<file path="src/rtl/round_robin_mux_arbiter.sv">
// Four-way round-robin arbiter driving the select lines of a shared 4:1 mux.
// A contended grant is held at most MAX_HOLD cycles before rotating onward.
module round_robin_mux_arbiter #(
   parameter int MAX_HOLD = 4
) (
   input  logic       clk,
   input  logic       reset,
   input  logic [3:0] req,
   output logic [3:0] grant,
   output logic       address0,
   output logic       address1,
   output logic       busy
);

   typedef enum logic {IDLE, GRANT} state_t;

   localparam logic [2:0] HMAX = 3'(MAX_HOLD - 1);

   state_t     state, nxt_state;
   logic [1:0] ptr, nxt_ptr;
   logic [1:0] idx, nxt_idx;
   logic [2:0] hcnt, nxt_hcnt;
   logic [3:0] nxt_grant;
   logic       nxt_busy;
   logic [3:0] others;
   logic [1:0] g1;
   logic [2:0] pick_p, pick_g;

   // {found, index} of the first set bit of r, scanning s, s+1, s+2, s+3 mod 4
   function automatic logic [2:0] rr_pick(input logic [3:0] r, input logic [1:0] s);
      logic [2:0] res;
      logic [1:0] i;
      res = 3'b000;
      for (int k = 3; k >= 0; k--) begin
         i = s + 2'(k);
         if (r[i]) res = {1'b1, i};
      end
      return res;
   endfunction

   // idx is the current grantee while in GRANT and the last grantee in IDLE
   assign others = req & ~(4'b0001 << idx);
   assign g1     = idx + 2'd1;
   assign pick_p = rr_pick(req, ptr);
   assign pick_g = rr_pick(others, g1);

   always_ff @(posedge clk or posedge reset) begin
      if (reset) begin
         state <= IDLE;
         ptr   <= 2'd0;
         idx   <= 2'd0;
         hcnt  <= 3'd0;
         grant <= 4'b0000;
         busy  <= 1'b0;
      end else begin
         state <= nxt_state;
         ptr   <= nxt_ptr;
         idx   <= nxt_idx;
         hcnt  <= nxt_hcnt;
         grant <= nxt_grant;
         busy  <= nxt_busy;
      end
   end

   always_comb begin
      nxt_state = state;
      nxt_ptr   = ptr;
      nxt_idx   = idx;
      nxt_hcnt  = hcnt;
      case (state)
         IDLE: begin
            if (pick_p[2]) begin
               nxt_state = GRANT;
               nxt_idx   = pick_p[1:0];
               nxt_hcnt  = 3'd0;
            end
         end
         GRANT: begin
            if (!req[idx]) begin
               nxt_ptr  = g1;
               nxt_hcnt = 3'd0;
               if (pick_g[2]) nxt_idx = pick_g[1:0];
               else           nxt_state = IDLE;
            end else if (!pick_g[2]) begin
               if (hcnt != HMAX) nxt_hcnt = hcnt + 3'd1;
            end else if (hcnt < HMAX) begin
               nxt_hcnt = hcnt + 3'd1;
            end else begin
               nxt_idx  = pick_g[1:0];
               nxt_ptr  = g1;
               nxt_hcnt = 3'd0;
            end
         end
         default: nxt_state = IDLE;
      endcase
   end

   always_comb begin
      nxt_grant = 4'b0000;
      nxt_busy  = 1'b0;
      if (nxt_state == GRANT) begin
         nxt_grant = 4'b0001 << nxt_idx;
         nxt_busy  = 1'b1;
      end
   end

   assign address1 = idx[1];
   assign address0 = idx[0];

endmodule

</file>
<file path="config.mk">
export PLATFORM = sky130hd
export DESIGN_NAME = round_robin_mux_arbiter
export DESIGN_NICKNAME = d
export VERILOG_FILES = /design/src/rtl/round_robin_mux_arbiter.sv
export SDC_FILE = /design/constraint.sdc
export NUM_CORES = 1
export LEC_CHECK = 0
export ABC_AREA = 1
export CAP_MARGIN = 20
export CORE_UTILIZATION = 40
export DETAILED_ROUTE_END_ITERATION = 16
export PLACE_DENSITY = 0.57
export SYNTH_ARGS = -nofsm -noshare
export SYNTH_HDL_FRONTEND = slang
export SYNTH_SLANG_ARGS = --single-unit
</file>
<file path="constraint.sdc">
create_clock -name clk -period 2.9 [get_ports clk]
set_clock_uncertainty 0.1 [all_clocks]
set_input_delay 0.87 -clock clk [delete_from_list [all_inputs] [get_ports clk]]
set_output_delay 0.87 -clock clk [all_outputs]
set_load 0.03 [all_outputs]
</file>
======== After elaboration in Yosys (flattened, before gate mapping) ========
Index checks and enable logic that the tools add are counted.
storage, ports and cells
  word-level logic and storage cells ...... 83
  input bits .............................. 6
  register bits ........................... 13
operators by class
  bitwise gates (word level) .............. 3
  eq/ne operators ......................... 5
  $add $sub $neg .......................... 8
  order comparisons ....................... 10
  reduce and logical (&&, ||, !) cells .... 2
  multiplexer cells ....................... 47
  shifts and indexed selects .............. 2
operator list
  cell                                                                      number
  3-bit 2-to-1 mux                                                          13
  2-bit by 3-bit < comparator with 1-bit output (second input constant)     9
  1-bit binary-select mux with 2-bit select                                 9
  2-bit 2-to-1 mux                                                          8
  1-bit 2-to-1 mux                                                          13
  2-bit adder (second input constant)                                       4
  1-bit by 2-bit << shifter with 4-bit output (first input constant)        2
  2-bit by 1-bit adder with 2-bit output (second input constant)            3
  2-bit inequality test (second input constant)                             3
  3-bit case mux with 2 select lines                                        1
  4-bit AND                                                                 1
  4-bit 2-to-1 mux                                                          1
  4-bit by 3-bit inequality test with 1-bit output (second input constant)  1
  4-bit NOT                                                                 1
  2-bit case mux with 2 select lines                                        1
  3-bit by 1-bit adder with 3-bit output (second input constant)            1
  3-bit by 2-bit < comparator with 1-bit output (second input constant)     1
  3-bit by 2-bit inequality test with 1-bit output (second input constant)  1
  3-bit AND reduction                                                       1
  1-bit case mux with 2 select lines                                        1
  2-bit AND reduction                                                       1
  1-bit NOT                                                                 1

======== Logic depth before layout (Yosys ltp) ========
Gate-level depths: netlist of the first run.
  word-level depth ........................ 15
  gate-level depth with buffers ........... 16
  mapped depth without buffers ............ 16

======== Worst setup path after synthesis of the first run ========
No wires, ideal clock.
  kind .................................... flip-flop to flip-flop
  from .................................... register idx[0]
  to ...................................... register grant[2]
  arrival time ............................ 1.902 ns
  path slack .............................. 0.775 ns
  library setup time ...................... 0.122 ns
  buffers on the path ..................... 0
  data required time ...................... 2.678 ns
  cell stages (with the launch flop) ...... 15
  cells stage by stage .................... dfrtp_1 -> inv_2 -> ha_1 -> xor2_1 -> nand2_1 -> nand2_1 -> inv_1 -> nand2_1 -> nand3_1 -> nand2_1 -> nand2_1 -> nand3_1 -> nand2_1 -> nand2_1 -> nor2_1
between the ends
  elaborated cells between the ends (all ways) .. 32
RTL lines
  what                                         RTL line  RTL
  start, declared                              21        logic [1:0] idx, nxt_idx;
  start signal, assigned                       58        idx <= nxt_idx;
  2-bit by 1-bit adder with 2-bit output *     43        assign g1 = idx + 2'd1;
  via g1[0]                                    26        logic [1:0] g1;
  2-bit adder                                  35        i = s + 2'(k);
  1-bit binary-select mux with 2-bit select    36        if (r[i]) res = {1'b1, i};
  1-bit 2-to-1 mux (not written as such)       36
  3-bit 2-to-1 mux (3 in series)               36
  3-bit 2-to-1 mux *                           36
  2-bit 2-to-1 mux                             86        end else if (hcnt < HMAX) begin
  2-bit 2-to-1 mux                             84        end else if (!pick_g[2]) begin
  2-bit 2-to-1 mux                             79        if (!req[idx]) begin
  2-bit case mux with 2 select lines           70        case (state)
  1-bit by 2-bit << shifter with 4-bit output  102       nxt_grant = 4'b0001 << nxt_idx;
  4-bit 2-to-1 mux *                           101       if (nxt_state == GRANT) begin
  via nxt_grant[2]                             23        logic [3:0] nxt_grant;
  end signal, assigned                         60        grant <= nxt_grant;
  end, declared                                9         output logic [3:0] grant,
Mark *: on every way through the listed nets, which the timed path passes. The rest lies on a longest branch. The select of a mux whose other input is x is not followed.
A chain may end at the register's enable or synchronous reset.

======== Final worst setup path of the first run ========
  from .................................... input req[3]
  to ...................................... register grant[2]
between the ends
  longest elaborated chain between the ends .. 13
  elaborated cells between the ends (all ways) .. 39
ends and longest elaborated chain
  what                                         RTL line  RTL
  start, declared                              8         input logic [3:0] req,
  4-bit AND                                    42        assign others = req & ~(4'b0001 << idx);
  1-bit binary-select mux with 2-bit select    36
  1-bit 2-to-1 mux (not written as such)       36
  3-bit 2-to-1 mux (4 in series)               36
  2-bit 2-to-1 mux                             86
  2-bit 2-to-1 mux                             84
  2-bit 2-to-1 mux                             79
  2-bit case mux with 2 select lines           70
  1-bit by 2-bit << shifter with 4-bit output  102
  4-bit 2-to-1 mux *                           101
  via nxt_grant[2]                             23
Marked as above.

==> summary.txt, run 1 <==
Status
  – Status: complete, no violations

Worst setup path
  – Critical Path Sink Type: register
  – Crit-path max cell delay: 0.53 ns
  – Required time of the worst setup path: 3.01 ns
  – Crit start category: input pin
  – Worst path slowest cell: clkdlybuf4s50_1
  – FF-to-FF path depth: 14
  – Flop2flop setup slack: 0.75 ns
  – Most used cell, CP: nand2_1
  – Crit Path Category: in2reg
  – Worst r2r dst: grant[2]
  – Crit-path max FO: 4
  – Crit path arrival time: 2.60 ns
  – Worst reg2reg startpoint: idx[0]
  – Critical-path cell list: clkdlybuf4s50_1, inv_1, o21ai_0, nand2_1, nand2_1, inv_1, nand2_1, nand3_1, nand2_1, nand2_1, inv_1, nand2_1, nand2_1, nand2_1, nor2_1

Synthesis
  – Mux share of post-synthesis cell area: 0%
  – Synth Area in Compound Gates: 12.83%
  – Yosys Warn Count: 0
  – Post-synthesis cell type count: 24
  – Synth Instances: 163
  – Syn_nets: 175
  – Post-Syn Area per Cell: 6.463 um^2
  – Post-synthesis sequential area ratio: 28.50%
  – Post-synthesis adder-cell area fraction: 7.126%
  – Yosys reg bits: 12
  – Xor/xnor share of the synthesized area: 3.325%
  – Synthesized area: 1054 um^2
  – Synth Area in Simple Gates: 35.63%
  – Main combinational cell family by area after synthesis: simple AND/OR/NAND/NOR gates

Route
  – Antenna-violating nets left: 0
  – Final Routed Wirelength: 2310 um
  – Drt via density: 5.058
  – Detailed Routing Iterations Pass 1: 4
  – Residual DRC: 0
  – Vias: 1047
  – WL/cell: 11.16 um
  – First DRT Iteration DRCs: 18

Clock network
  – Hold buffer count at CTS: 0
  – Root buffer cell: clkbuf_4
  – CTS tree: yes
  – Reg clk slew, reported paths: 0.07 ns
  – CTS max path bufs: 2
  – Clk sinks: 12
  – Post-cts sizing count: 0
  – Post-CTS setup buffers: 0
  – Clock latency on the worst-skew pair: 0.28 ns
  – H-tree depth: 1
  – Total CTS buffers: 3

STA
  – Slew Viols, Final: 0
  – Final setup TNS: 0 ns
  – Final Cycle Share: 86.00%
  – Worst-margin pin slew: 0.4527 ns
  – Fmax: 401.0 MHz
  – Min Tclk post-route: 2.494 ns
  – Hold WS: 0.4742 ns
  – # setup viols final: 0
  – RSZ-0062 raised after global routing: no
  – Slew HR: 69.79%
  – Fin. Hold Viols: 0

Finish
  – Share of cells above drive strength 1: 8.475%
  – Nets@finish: 190
  – Diode count: 0
  – Final Instance Area: 1227 um^2
  – Synth-to-Final Area Change: 16.51%
  – Finished Layout Cells: 207

Global route
  – First-pass GRT wire length: 4002 um
  – Overall Global Routing Usage: 19.34%
  – Antenna violations before repair: 0
  – Total gr overflow: 0
  – Largest net degree at the start of global routing: 15
  – Vias in the first global route: 935

Floorplanning
  – Row count: 18
  – Core ar.: 2477 um^2
  – Ports: 13
  – Die height: 53.32 um
  – Starting Density: 42.53%
  – DIE AREA: 2843 um^2
  – Die width: 53.32 um

Placed design
  – Area after DPL: 1191 um^2
  – PortBufs: 12
  – DP Cell Count: 203
  – Post-DP HPWL: 1842 um
  – Final Wtd Congestion: 0.8962

Worst hold path
  – Hold path start: hcnt[2]
  – Hold Path End: hcnt[0]
  – HP Class: reg2reg
  – Hold path depth: 3

Flow run
  – Max-cap violation count: 0
[cells by family after synthesis]
kind of cell             count (synthesis)
AND/OR/NAND/NOR                         88
buffers and inverters                   31
AO/OA/AOI/OAI                           22
flip-flops                              12
adder cells (fa/ha/maj)                  6
XOR/XNOR                                 4
[synth_stat cells, drive strengths merged]
cell    count  area share [%]
nand2      56              21
inv        28              10
nand3      19             9.0
o21ai      14             7.7
dfrtp      12              29
nor2        8             3.1
ha          6             7.1
a21oi       3             1.4
buf         3             2.6
o22ai       3             1.8
nand4       2             1.2
xnor2       2             1.7
xor2        2             1.7
and2        1            0.59
nor3        1            0.47
o211ai      1             1.2
o21bai      1            0.71
or2         1            0.59
[metal layers]
| layer | vias up | routed length [um] | global-route usage (%) |
|---|---|---|---|
| li1 | 545 | - | - |
| met4 | 0 | 27 | 7.895 |
| met3 | 4 | 49 | 0.8621 |
| met1 | 480 | 1132 | 24.65 |
| met2 | 18 | 1100 | 33.54 |
| met5 | - | 0 | 0 |
[how the worst max path moves through the flow]
stage,startpoint,to,cells after the start
2_1_floorplan,idx[0],grant[2],14
3_3_place_gp,req[0],grant[2],14
3_5_place_dp,req[3],grant[2],15
4_1_cts,busy,busy,1
5_1_grt,req[3],grant[2],15
6_report,req[3],grant[2],15
[state kept, by name, indices dropped and copies added (netlist names)]
signal,flops
ptr,2
idx,2
busy,1
hcnt,3
grant,4
[critical path, delay by kind of cell]
kind | cells | cell delay, ns
simple gates | 10 | 0.77
buf+inv | 4 | 0.70
compound gates | 1 | 0.26
[cell type report]
class | instances | area, um^2
Clock buffer | 4 | 36.28
Fill cell | 271 | 1250
Multi-Input combinational cell | 120 | 620.6
Tap cell | 30 | 37.54
Timing Repair Buffer | 13 | 127.6
Sequential cell | 12 | 300.3
Inverter | 28 | 105.1
[per-stage QoR]
step / setup slack [ns] / utilization [%]
floorplan: 0.7754 / -
global placement: 0.1773 / 48.08
detailed placement: 0.1591 / 48.08
CTS: 0.4200 / 49.55
global route: 0.1953 / 49.55
finish: 0.4059 / 49.55
[placed cells by master, fill, tap and decap left out]
cell | synthesis | layout
nand2_1 | 53 | 53
inv_1 | 26 | 26
nand3_1 | 19 | 19
dfrtp_1 | 12 | 12
clkdlybuf4s50_1 | 0 | 12
o21ai_0 | 9 | 9
nor2_1 | 7 | 7
ha_1 | 6 | 6
o21ai_2 | 3 | 3
nand2_2 | 3 | 3
a21oi_1 | 3 | 3
o22ai_1 | 3 | 3
clkbuf_4 | 0 | 3
xor2_1 | 2 | 2
xnor2_1 | 2 | 2
inv_2 | 2 | 2
o21ai_1 | 2 | 2
nand4_1 | 2 | 2
o211ai_2 | 1 | 1
nor3_1 | 1 | 1
and2_1 | 1 | 1
nor2_2 | 1 | 1
or2_1 | 1 | 1
o21bai_1 | 1 | 1
clkbuf_8 | 0 | 1
buf_4 | 0 | 1
Power of run 1 is not shown: default switching activity piles up to over one toggle a cycle in this logic, so the estimate is an artifact.
==> run 2, diff against run 1 <==
--- a/config.mk
+++ b/config.mk
@@ -9,7 +9,9 @@
 export CAP_MARGIN = 20
 export CORE_UTILIZATION = 40
 export DETAILED_ROUTE_END_ITERATION = 16
+export MAX_ROUTING_LAYER = met4
 export PLACE_DENSITY = 0.57
+export SKIP_CTS_REPAIR_TIMING = 1
 export SYNTH_ARGS = -nofsm -noshare
 export SYNTH_HDL_FRONTEND = slang
 export SYNTH_SLANG_ARGS = --single-unit
==> summary.txt, run 2 (same netlist as run 1, synthesis figures left out) <==
Worst setup path
  – Crit-path max cell delay: 0.53 ns
  – Required time of the worst setup path: 3.01 ns
  – Critical Path Sink Type: register
  – Most used cell, CP: nand2_1
  – Crit path arrival time: 2.60 ns
  – Worst path slowest cell: clkdlybuf4s50_1
  – Critical-path cell list: clkdlybuf4s50_1, inv_1, o21ai_0, nand2_1, nand2_1, inv_1, nand2_1, nand3_1, nand2_1, nand2_1, inv_1, nand2_1, nand2_1, nand2_1, nor2_1
  – Flop2flop setup slack: 0.75 ns
  – Crit start category: input pin
  – Crit-path max FO: 4
  – Crit Path Category: in2reg
  – Worst r2r dst: grant[2]
  – Worst reg2reg startpoint: idx[0]
  – FF-to-FF path depth: 14

Worst hold path
  – HP Class: reg2reg
  – Hold path depth: 3
  – Hold path start: hcnt[2]
  – Hold Path End: hcnt[0]

STA
  – Slew HR: 69.79%
  – Min Tclk post-route: 2.492 ns
  – # setup viols final: 0
  – RSZ-0062 raised after global routing: no
  – Worst-margin pin slew: 0.4527 ns
  – Final setup TNS: 0 ns
  – Fmax: 401.3 MHz
  – Final Cycle Share: 85.94%
  – Slew Viols, Final: 0
  – Fin. Hold Viols: 0

Clock network
  – H-tree depth: 1
  – Reg clk slew, reported paths: 0.07 ns
  – Root buffer cell: clkbuf_4
  – CTS tree: yes
  – Clk sinks: 12
  – CTS max path bufs: 2
  – Clock latency on the worst-skew pair: 0.28 ns
  – Total CTS buffers: 3

Finish
  – Largest register FFs: 4
  – Commonest non-fill, non-tap cell in the layout: nand2_1
  – Share of cells above drive strength 1: 8.475%
  – Largest Register: grant
  – Most frequent cells in the layout: nand2_1, inv_1, nand3_1, dfrtp_1, clkdlybuf4s50_1
  – Nets@finish: 190
  – Synth-to-Final Area Change: 16.51%
  – Largest registers: grant: 4 flops, hcnt: 3 flops
  – Diode count: 0

Global route
  – Total gr overflow: 0
  – First-pass GRT wire length: 4002 um
  – Vias in the first global route: 935
  – Overall Global Routing Usage: 19.84%
  – Largest net degree at the start of global routing: 15
  – Antenna violations before repair: 0

Status
  – Status: complete, no violations

Route
  – Drt via density: 5.058
  – Antenna-violating nets left: 0
  – First DRT Iteration DRCs: 20
  – Vias: 1047
  – Detailed Routing Iterations Pass 1: 4
  – WL/cell: 11.14 um
  – Final Routed Wirelength: 2305 um
  – Residual DRC: 0

Placed design
  – Post-DP HPWL: 1842 um
  – PortBufs: 12
  – Final Wtd Congestion: 0.9115

Floorplanning
  – DIE AREA: 2843 um^2
  – Core ar.: 2477 um^2
  – Row count: 18
  – Starting Density: 42.53%
  – Die width: 53.32 um
  – Die height: 53.32 um
  – Ports: 13

Flow run
  – Max-cap violation count: 0
==> run 2: cell counts in the layout (fill, tap and decap cells not counted) <==
Identical to the previous run, type by type.
==> run 2: stage by stage <==
step / instance area, um^2 / instances / setup WS [ns] / utilization, % / hold WS (ns)
after global placement: 1191 / 203 / 0.1773 / 48.08 / 0.4571
final: 1227 / 207 / 0.4078 / 49.55 / 0.4742
after global routing: 1227 / 207 / 0.1953 / 49.55 / 0.5108
after floorplan: 1054 / 163 / 0.7754 / - / 0.4307
after detailed placement: 1191 / 203 / 0.1591 / 48.08 / 0.4726
after CTS: 1227 / 207 / 0.4200 / 49.55 / 0.4783
==> run 2: routing by layer <==
| metal | GRT usage [%] | part of all wire (%) | vias up |
|---|---|---|---|
| li1 | - | - | 544 |
| met1 | 24.65 | 49 | 481 |
| met2 | 33.54 | 48 | 18 |
| met3 | 0.8621 | 2.1 | 4 |
| met4 | 7.895 | 1.2 | 0 |
| met5 | - | 0 | - |
==> run 2: cell type report <==
type | count | area [um^2]
fillers | 271 | 1250
well taps | 30 | 37.54
multi-input cells | 120 | 620.6
clock buffers | 4 | 36.28
flip-flops and latches | 12 | 300.3
repair buffers | 13 | 127.6
inverters | 28 | 105.1
==> run 2: worst max-delay path: cells and delay by family <==
kind,cells,cell delay (ns)
compound gates,1,0.26
buf+inv,4,0.70
simple gates,10,0.75
==> run 2: worst max path at each step <==
stage               startpoint        to  slack, ns  cells after the start
floorplan               idx[0]  grant[2]       0.78                     14
finish                  req[3]  grant[2]       0.41                     15
global placement        req[0]  grant[2]       0.18                     14
global route            req[3]  grant[2]       0.20                     15
detailed placement      req[3]  grant[2]       0.16                     15
CTS                       busy      busy       0.42                      1
Power of run 2 is left out for the same reason.
